[config.mk]
export PLATFORM = sky130hd
export DESIGN_NAME = mux_display_scan_ctrl_flat
export DESIGN_NICKNAME = d
export VERILOG_FILES = /design/src/rtl/mux_display_scan_ctrl_if.sv /design/src/rtl/mux_display_scan_ctrl.sv /design/src/flat_wrapper.sv
export SDC_FILE = /design/constraint.sdc
export NUM_CORES = 1
export LEC_CHECK = 0
export CAP_MARGIN = 20
export CORE_UTILIZATION = 41
export CTS_CLUSTER_SIZE = 40
export DETAILED_ROUTE_END_ITERATION = 8
export GPL_TIMING_DRIVEN = 0
export PLACE_DENSITY = 0.7
export SYNTH_ARGS = -nofsm -noshare
export SYNTH_HDL_FRONTEND = slang
export SYNTH_SLANG_ARGS = --single-unit
[constraint.sdc]
create_clock -name SPLB_Clk -period 6.5 [get_ports SPLB_Clk]
set_input_delay 1.95 -clock SPLB_Clk [delete_from_list [all_inputs] [get_ports SPLB_Clk]]
set_output_delay 1.95 -clock SPLB_Clk [all_outputs]
set_load 0.005 [all_outputs]
[src/rtl/mux_display_scan_ctrl_if.sv]
// Display word write channel between the PLB slave register logic and the
// scan controller: a plain valid/ready handshake carrying one 32-bit word.
//   wr_valid : master offers wr_data this cycle
//   wr_ready : slave shadow register is free
//   wr_data  : [0:15] hex digits, [16:19] dp, [20:23] enables, [24:27] brightness
interface mux_display_scan_ctrl_if;
    logic        wr_valid;
    logic        wr_ready;
    logic [0:31] wr_data;

    modport master (
        output wr_valid,
        output wr_data,
        input  wr_ready
    );

    modport slave (
        input  wr_valid,
        input  wr_data,
        output wr_ready
    );
endinterface

[src/rtl/mux_display_scan_ctrl.sv]
// Scan controller for a 4-digit multiplexed seven-segment display.
// A word is accepted into a shadow register and committed at frame end so
// updates never tear mid-frame; the active word is scanned one digit per slot
// with inter-digit blanking and per-frame brightness PWM.
// Ports:
//   SPLB_Clk, SPLB_Rst : clock, asynchronous active-high reset
//   wr (slave)         : display word handshake (wr_ready = ~pending)
//   pending            : shadow holds an uncommitted word
//   frame_done         : one-cycle pulse after the last digit-3 cycle
//   segments[0:7]      : active-low a..g, dp
//   anodes[0:3]        : active-low, anodes[i] drives digit i
//   lamp_test          : only with MUX_DISPLAY_LAMPTEST_EN defined; lights
//                        every segment of every digit after blanking
module mux_display_scan_ctrl #(
    parameter int C_DIGIT_TICKS = 65536,
    parameter int C_BLANK_TICKS = 256
) (
    input  logic                   SPLB_Clk,
    input  logic                   SPLB_Rst,
    mux_display_scan_ctrl_if.slave wr,
`ifdef MUX_DISPLAY_LAMPTEST_EN
    input  logic                   lamp_test,
`endif
    output logic                   pending,
    output logic                   frame_done,
    output logic [0:7]             segments,
    output logic [0:3]             anodes
);

    localparam int CW = $clog2(C_DIGIT_TICKS);

    logic [CW-1:0] slotCnt;
    logic [1:0]    digitIdx;
    logic [0:31]   activeWord;
    logic [0:31]   shadowWord;

    logic          slotEnd;
    logic          frameEnd;
    logic          accept;
    logic [3:0]    phase;
    logic [3:0]    bright;
    logic [3:0]    nibble;
    logic [0:3]    dpBits;
    logic [0:3]    enBits;
    logic [4:0]    nibBase;
    logic          pastBlank;
    logic          lit;
    logic [0:3]    nextAnodes;
    logic [0:7]    nextSegments;

    function automatic logic [6:0] hexFont(input logic [3:0] v);
        logic [6:0] f;
        case (v)
            4'h0:    f = 7'b0000001;
            4'h1:    f = 7'b1001111;
            4'h2:    f = 7'b0010010;
            4'h3:    f = 7'b0000110;
            4'h4:    f = 7'b1001100;
            4'h5:    f = 7'b0100100;
            4'h6:    f = 7'b0100000;
            4'h7:    f = 7'b0001111;
            4'h8:    f = 7'b0000000;
            4'h9:    f = 7'b0000100;
            4'hA:    f = 7'b0001000;
            4'hB:    f = 7'b1100000;
            4'hC:    f = 7'b0110001;
            4'hD:    f = 7'b1000010;
            4'hE:    f = 7'b0110000;
            default: f = 7'b0111000;
        endcase
        return f;
    endfunction

    assign wr.wr_ready = ~pending;
    assign accept      = wr.wr_valid & ~pending;
    assign slotEnd     = (slotCnt == CW'(C_DIGIT_TICKS - 1));
    assign frameEnd    = slotEnd && (digitIdx == 2'd3);

    // PWM phase is the slot position in sixteenths.
    assign phase     = slotCnt[CW-1 -: 4];
    assign bright    = activeWord[24:27];
    assign dpBits    = activeWord[16:19];
    assign enBits    = activeWord[20:23];
    assign nibBase   = {1'b0, digitIdx, 2'b00};
    assign nibble    = activeWord[nibBase +: 4];
    assign pastBlank = (slotCnt >= CW'(C_BLANK_TICKS));

    always_comb begin
        lit          = pastBlank && (phase <= bright) && enBits[digitIdx];
        nextSegments = {hexFont(nibble), ~dpBits[digitIdx]};
`ifdef MUX_DISPLAY_LAMPTEST_EN
        if (lamp_test) begin
            lit          = pastBlank;
            nextSegments = 8'h00;
        end
`endif
        nextAnodes = 4'b1111;
        if (lit) begin
            nextAnodes[digitIdx] = 1'b0;
        end else begin
            nextSegments = 8'hFF;
        end
    end

    always_ff @(posedge SPLB_Clk or posedge SPLB_Rst) begin
        if (SPLB_Rst) begin
            slotCnt    <= '0;
            digitIdx   <= 2'd0;
            activeWord <= '0;
            shadowWord <= '0;
            pending    <= 1'b0;
            frame_done <= 1'b0;
            anodes     <= 4'b1111;
            segments   <= 8'hFF;
        end else begin
            // Power-of-two slot length: the counter wraps on its own.
            slotCnt    <= slotCnt + CW'(1);
            if (slotEnd) begin
                digitIdx <= digitIdx + 2'd1;
            end
            frame_done <= frameEnd;
            // accept needs pending=0, so it never collides with a commit;
            // a word accepted on frame end waits for the next one.
            if (frameEnd && pending) begin
                activeWord <= shadowWord;
                pending    <= 1'b0;
            end
            if (accept) begin
                shadowWord <= wr.wr_data;
                pending    <= 1'b1;
            end
            anodes     <= nextAnodes;
            segments   <= nextSegments;
        end
    end

endmodule
[src/flat_wrapper.sv]
// flat-port wrapper written by rule: the top's interface ports become plain ports
module mux_display_scan_ctrl_flat 
#(
    parameter int C_DIGIT_TICKS = 65536,
    parameter int C_BLANK_TICKS = 256
)
  (SPLB_Clk, SPLB_Rst, pending, frame_done, segments, anodes, wr_wr_valid, wr_wr_data, wr_wr_ready);
  mux_display_scan_ctrl_if wr_i ();
  input  logic SPLB_Clk;
  input  logic SPLB_Rst;
  output logic pending;
  output logic frame_done;
  output logic [0:7] segments;
  output logic [0:3] anodes;
  input wire logic [$bits(wr_i.wr_valid)-1:0] wr_wr_valid;
  input wire logic [$bits(wr_i.wr_data)-1:0] wr_wr_data;
  output wire logic [$bits(wr_i.wr_ready)-1:0] wr_wr_ready;
  assign wr_i.wr_valid = wr_wr_valid;
  assign wr_i.wr_data = wr_wr_data;
  assign wr_wr_ready = wr_i.wr_ready;
  mux_display_scan_ctrl #(.C_DIGIT_TICKS(C_DIGIT_TICKS), .C_BLANK_TICKS(C_BLANK_TICKS)) u_core (.SPLB_Clk(SPLB_Clk), .SPLB_Rst(SPLB_Rst), .wr(wr_i), .pending(pending), .frame_done(frame_done), .segments(segments), .anodes(anodes));
endmodule
# == Word-level counts from Yosys, hierarchy flattened ==
# Memories as Yosys holds them, arrays and structs flattened.
# Cells that the tools add are included.
# Widths: inputs -> output; s select.
# classes
n_bitwise,6
n_eq_ne,2
order_cmp,4
mux,12
n_addsub,2
n_reduce_logical,6
shifts,1
# ops
op,n
$shiftx 32x6->33,1
$add 16x1->16 const B,1
$eq 16x16->1 const B,1
$ge 16x9->1 const B,1
$mux 8,1
$mux 1,7
$not 4->6,1
$logic_and 1x1->1,5
$bmux 1 s2,2
$le 4x4->1,1
$mux 4,1
$not 4->4,1
$ge 3x3->1 const B,1
$lt 3x1->1 const B,1
$not 2->3,1
$add 2x1->2 const B,1
$demux 1 s2,1
$eq 2x2->1 const B,1
$not 1->1,2
$reduce_bool 2->1,1
$and 1x1->1,1
# totals
out_inout_bits,15
register_bits,96
n_memories,1
rom_bits,112
# memory_table
memory,words,word_bits,rd,rd_clocked_by_memory_dff,wr,line_no,text
(no name shown),16,7,1,0,0,mux_display_scan_ctrl.sv:53,case (v)

# == Longest topological paths before layout ==
# Gate-level depths: netlist of run 1.
# depth
depth_word,7
ltp_mapped,9
mapped_depth_nobuf,8

# == Least setup slack after synthesis of run 1 ==
# Ideal clock, no wire load.
# synth_timing
path_type,input to register
from,in wr_wr_valid
to,reg u_core.shadowWord[10] in the netlist's numbering
setup_slack_ns,3.267
required_ns,6.375
arrival_time_ns,3.108
path_stages,4
path_cell_list,nor2b_1 > clkbuf_1 > clkbuf_1 > mux2_2
# synth_via
elab_chain_len,1
# synth_lines
element,line_no,text
start: declaration,flat_wrapper.sv:15,input wire logic [$bits(wr_i.wr_valid)-1:0] wr_wr_valid;
$and 1x1->1,mux_display_scan_ctrl.sv:75,assign accept = wr.wr_valid & ~pending;
end signal: assignment,mux_display_scan_ctrl.sv:129,shadowWord <= wr.wr_data;
end: declaration,mux_display_scan_ctrl.sv:35,logic [0:31] shadowWord;
# No other way between the ends.
# A chain may end at the register's enable or synchronous reset.

# == Final worst setup path of run 1 ==
# layout_timing
from,in wr_wr_valid
to,reg u_core.shadowWord[24] in the netlist's numbering
# Same word-level chain as after synthesis.

==> out/results.ini, run 1 <==
[timing]
report.final.setup_viol = 0
timing.final.crit_period_ns = 3.67
fmax_ghz = 0.272
finalClockSkew_ns = 0.00661
rsz0062_at_grt = false
setup-tns-final_ns = 0
min_period_over_period_pct = 56.5
final_max_slew_viol_count = 0
max_slew_margin_pct = 58.2
hold_violations = 0
transition_at_the_pin_with_the_smallest_max_transition_slack_ns = 0.609

[clock_tree]
clock_latency_ns = 0.36
cts_post_setup_buffers_inserted = 0
cts.clk_slew.worst_paths_ns = 0.09
clockRootBuffer = clkbuf_8
cts_buffers = 9
max-clock-path-buffers = 2
cts_hold_repair.buffers = 0
cts_h_tree_depth = 3
postCtsResizedCells = 0
tritoncts_clock_tree = yes
clock_sink_count = 88

[floorplan]
start_util_pct = 42.4
die_area_um2 = 9990
die-height_um = 99.9
num_io_pins = 50
core_region_area_um2 = 9280
row_count = 35
dieWidth_um = 99.9

[logic_synthesis]
synth_top_family_by_area = multiplexers
synth_enable_flop_cells = 0
post_synth_and_or_nand_nor_area_fraction_pct = 7.06
seq_area_frac_synth_pct = 56.4
yosysTopAreaCellShare_pct = 48.4
most_used_standard_cells_in_the_synthesized_netlist = dfrtp_1 (76), mux2_2 (50), nand2_1 (22)
synth_mux_area_share_pct = 21.9
post_synth_num_cell_types = 38
synth.net_count = 338
post_synth_arst_share_pct = 100
synthMostInstantiatedCell = dfrtp_1
synth.avg_cell_area_um2 = 13.7
post_synth_instance_area_um2 = 3930
synth_seq_cells = 88
yosys.area.top_type = dfrtp_1
synth.top_cells.by_area = dfrtp_1 (48%), mux2_2 (14%), dfstp_2 (8.0%)
post_synthesis_instance_total = 287
post_synth_xor_area_fraction_pct = 3.56
synth_compound_area_share_pct = 3.15
synthFlopType = dfrtp_1
post_synth_fa_ha_maj_area_fraction_pct = 5.09
ys.warnings.count = 0

[min_path]
hold_depth = 1
hp-class = register to register

[placed_design]
gp_congestion = 0.776
place.port_buffers = 45
dp.cells = 462
detailedPlacementHpwl_mm = 4.83
detailed_place.area_um2 = 4570

[route]
avgViaCountPerCell = 4.92
wl_mm = 6.70
route.antenna.remaining_nets = 0
drc = 0
detail_route.iter0.violations = 70
drt-pass1-iter-count = 4
avgRoutedWirePerCell_um = 14.0
routed-via-count = 2353

[critical_path]
crit_path_max_fanout = 10
reg2regPathDepth = 8
type_of_destination_of_the_critical_path = register
worst-setup-path-type = input pin to register
start_kind = input pin
crit_required_ns = 6.74
timing.critical_path.arrival_ns = 3.92

[layout]
post_route_cells_drive_above_1_share_pct = 29.5
register_area_um2 = 2220
num_antenna_cells = 0
nets = 395
multiInputGateArea_um2 = 1600
final_area_um2 = 4750
syn_to_final_growth_pct = 20.9
layoutNonFillerInstCount = 478
fillers = 822

[pwr]
relative_contribution_of_the_clock_network_to_total_power_pct = 35.2
switching_share_pct = 22.9
power_frac_seq_pct = 59.4
cellInternalPower_mw = 0.754
p_comb_share_pct = 5.3
power.density_nw_per_um2 = 206
static-leakage-power_nw = 2.12
total_switching_power_mw = 0.224
worst_ir_drop_vdd_mv = 0.112

[global_routing]
globalRoute.totalOverflow = 0
wire_length_of_the_first_global_routing_pass_mm = 11.6
grt_antenna_before_repair = 0
maximum_number_of_pins_on_one_net_before_global_route_repair = 47
grtUsageTotal_pct = 15.3
via_count_of_the_first_global_routing_pass = 2368

[outcome]
status = complete, no violations

[run]
max-cap-violations = 0

-- state kept, by name, indices dropped and copies added (netlist names) --
signal	flops
u_core.frame_done	1
u_core.activeWord	28
u_core.digitIdx	2
u_core.segments	8
u_core.shadowWord	28
u_core.pending	1
u_core.anodes	4
u_core.slotCnt	16
-- worst max-delay path, cell delays in order --
cell	delay (ns)
clkdlybuf4s50_1	0.48
nor2b_1	0.13
clkbuf_1	0.45
clkbuf_1	0.50
mux2_2	0.40
-- layer usage --
| layer | global-route usage [%] | wire, um | vias to the layer above |
|---|---|---|---|
| met1 | 20.4 | 3170 | 1179 |
| li1 | - | - | 1117 |
| met4 | 6.22 | 87 | 0 |
| met3 | 3.55 | 257 | 8 |
| met2 | 24.4 | 3190 | 49 |
| met5 | 0 | 0 | - |
-- power by group through the flow --
stage | Sequential (mW) | Clock (mW) | Combinational, mW
finish | 0.581 | 0.344 | 0.0523
global route | 0.584 | 0.381 | 0.0583
CTS | 0.582 | 0.356 | 0.0539
detailed placement | 0.592 | 0 | 0.0539
global placement | 0.591 | 0 | 0.0496
floorplan | 0.588 | 0 | 0.0279
-- through the flow --
step                      hold slack (ns)  total power, mW  utilization [%]  worst slack [ns]
after global routing                0.526             1.02             51.2              2.66
after global placement              0.480            0.641             48.9             0.989
after floorplan                     0.460            0.616                -              2.29
final                               0.497            0.978             51.2              2.83
after CTS                           0.506            0.991             51.2              2.76
after detailed placement            0.489            0.646             49.3              2.38
-- worst paths after layout --
kind | from | end | slack [ns]
setup / recovery | wr_wr_valid | u_core.shadowWord[24] | 2.83
hold / removal | u_core.slotCnt[4] | u_core.slotCnt[4] | 0.50
setup reg to reg | u_core.digitIdx[0] | u_core.segments[0] | 4.12
hold reg to reg | u_core.slotCnt[4] | u_core.slotCnt[4] | 0.50
max in group asynchronous | SPLB_Rst | u_core.segments[7] | 3.85
min in group asynchronous | SPLB_Rst | u_core.digitIdx[0] | 2.00
-- layout by cell type, fill, tap and decap left out, types with 3 or more instances in the layout --
| master | n |
|---|---|
| dfrtp_1 | 76 |
| nand2_1 | 22 |
| mux4_2 | 5 |
| nand3_1 | 8 |
| xnor2_1 | 12 |
| xor2_1 | 4 |
| nor2_1 | 4 |
| mux2i_1 | 5 |
| o21ai_0 | 7 |
| clkbuf_1 | 5 |
| mux2_2 | 50 |
| inv_1 | 14 |
| ha_1 | 16 |
| dfstp_2 | 12 |
| buf_2 | 3 |
| nor3_1 | 3 |
| and3_1 | 3 |
| clkbuf_8 | 10 |
| mux2_4 | 9 |
| clkdlybuf4s50_1 | 45 |
-- kinds of logic after synthesis --
| group | after synthesis |
|---|---|
| xor+xnor | 16 |
| mux | 69 |
| flops | 88 |
| fa+ha+maj | 16 |
| simple gates | 54 |
| compound gates | 19 |
| buf+inv | 25 |
-- layout make-up --
class,instances,share of cell area [%]
Inverter,15,1.24
Clock inverter,6,0.895
Tap cell,129,3.39
Clock buffer,10,2.89
Multi-Input combinational cell,174,33.7
Timing Repair Buffer,46,10.1
Sequential cell,88,46.6
Buffer,10,1.18
(Power assumes the default switching activity.)
==> inputs of run 2 (changes only) <==
==> constraint.sdc (replaced) <==
create_clock -name SPLB_Clk -period 3.4 [get_ports SPLB_Clk]
set_input_delay 1.02 -clock SPLB_Clk [delete_from_list [all_inputs] [get_ports SPLB_Clk]]
set_output_delay 1.02 -clock SPLB_Clk [all_outputs]
set_load 0.005 [all_outputs]
==> results of run 2 <==
The final DEF is identical to that of run 1. Status: complete, no violations.
Main changes from that run: setup slack after placement 2.38 ns -> 0.208 ns; setup slack after layout 2.83 ns -> 0.658 ns; register-to-register setup slack 4.12 ns -> 1.02 ns; total power 0.978 mW -> 1.87 mW; worst IR drop on VDD 0.112 mV -> 0.215 mV
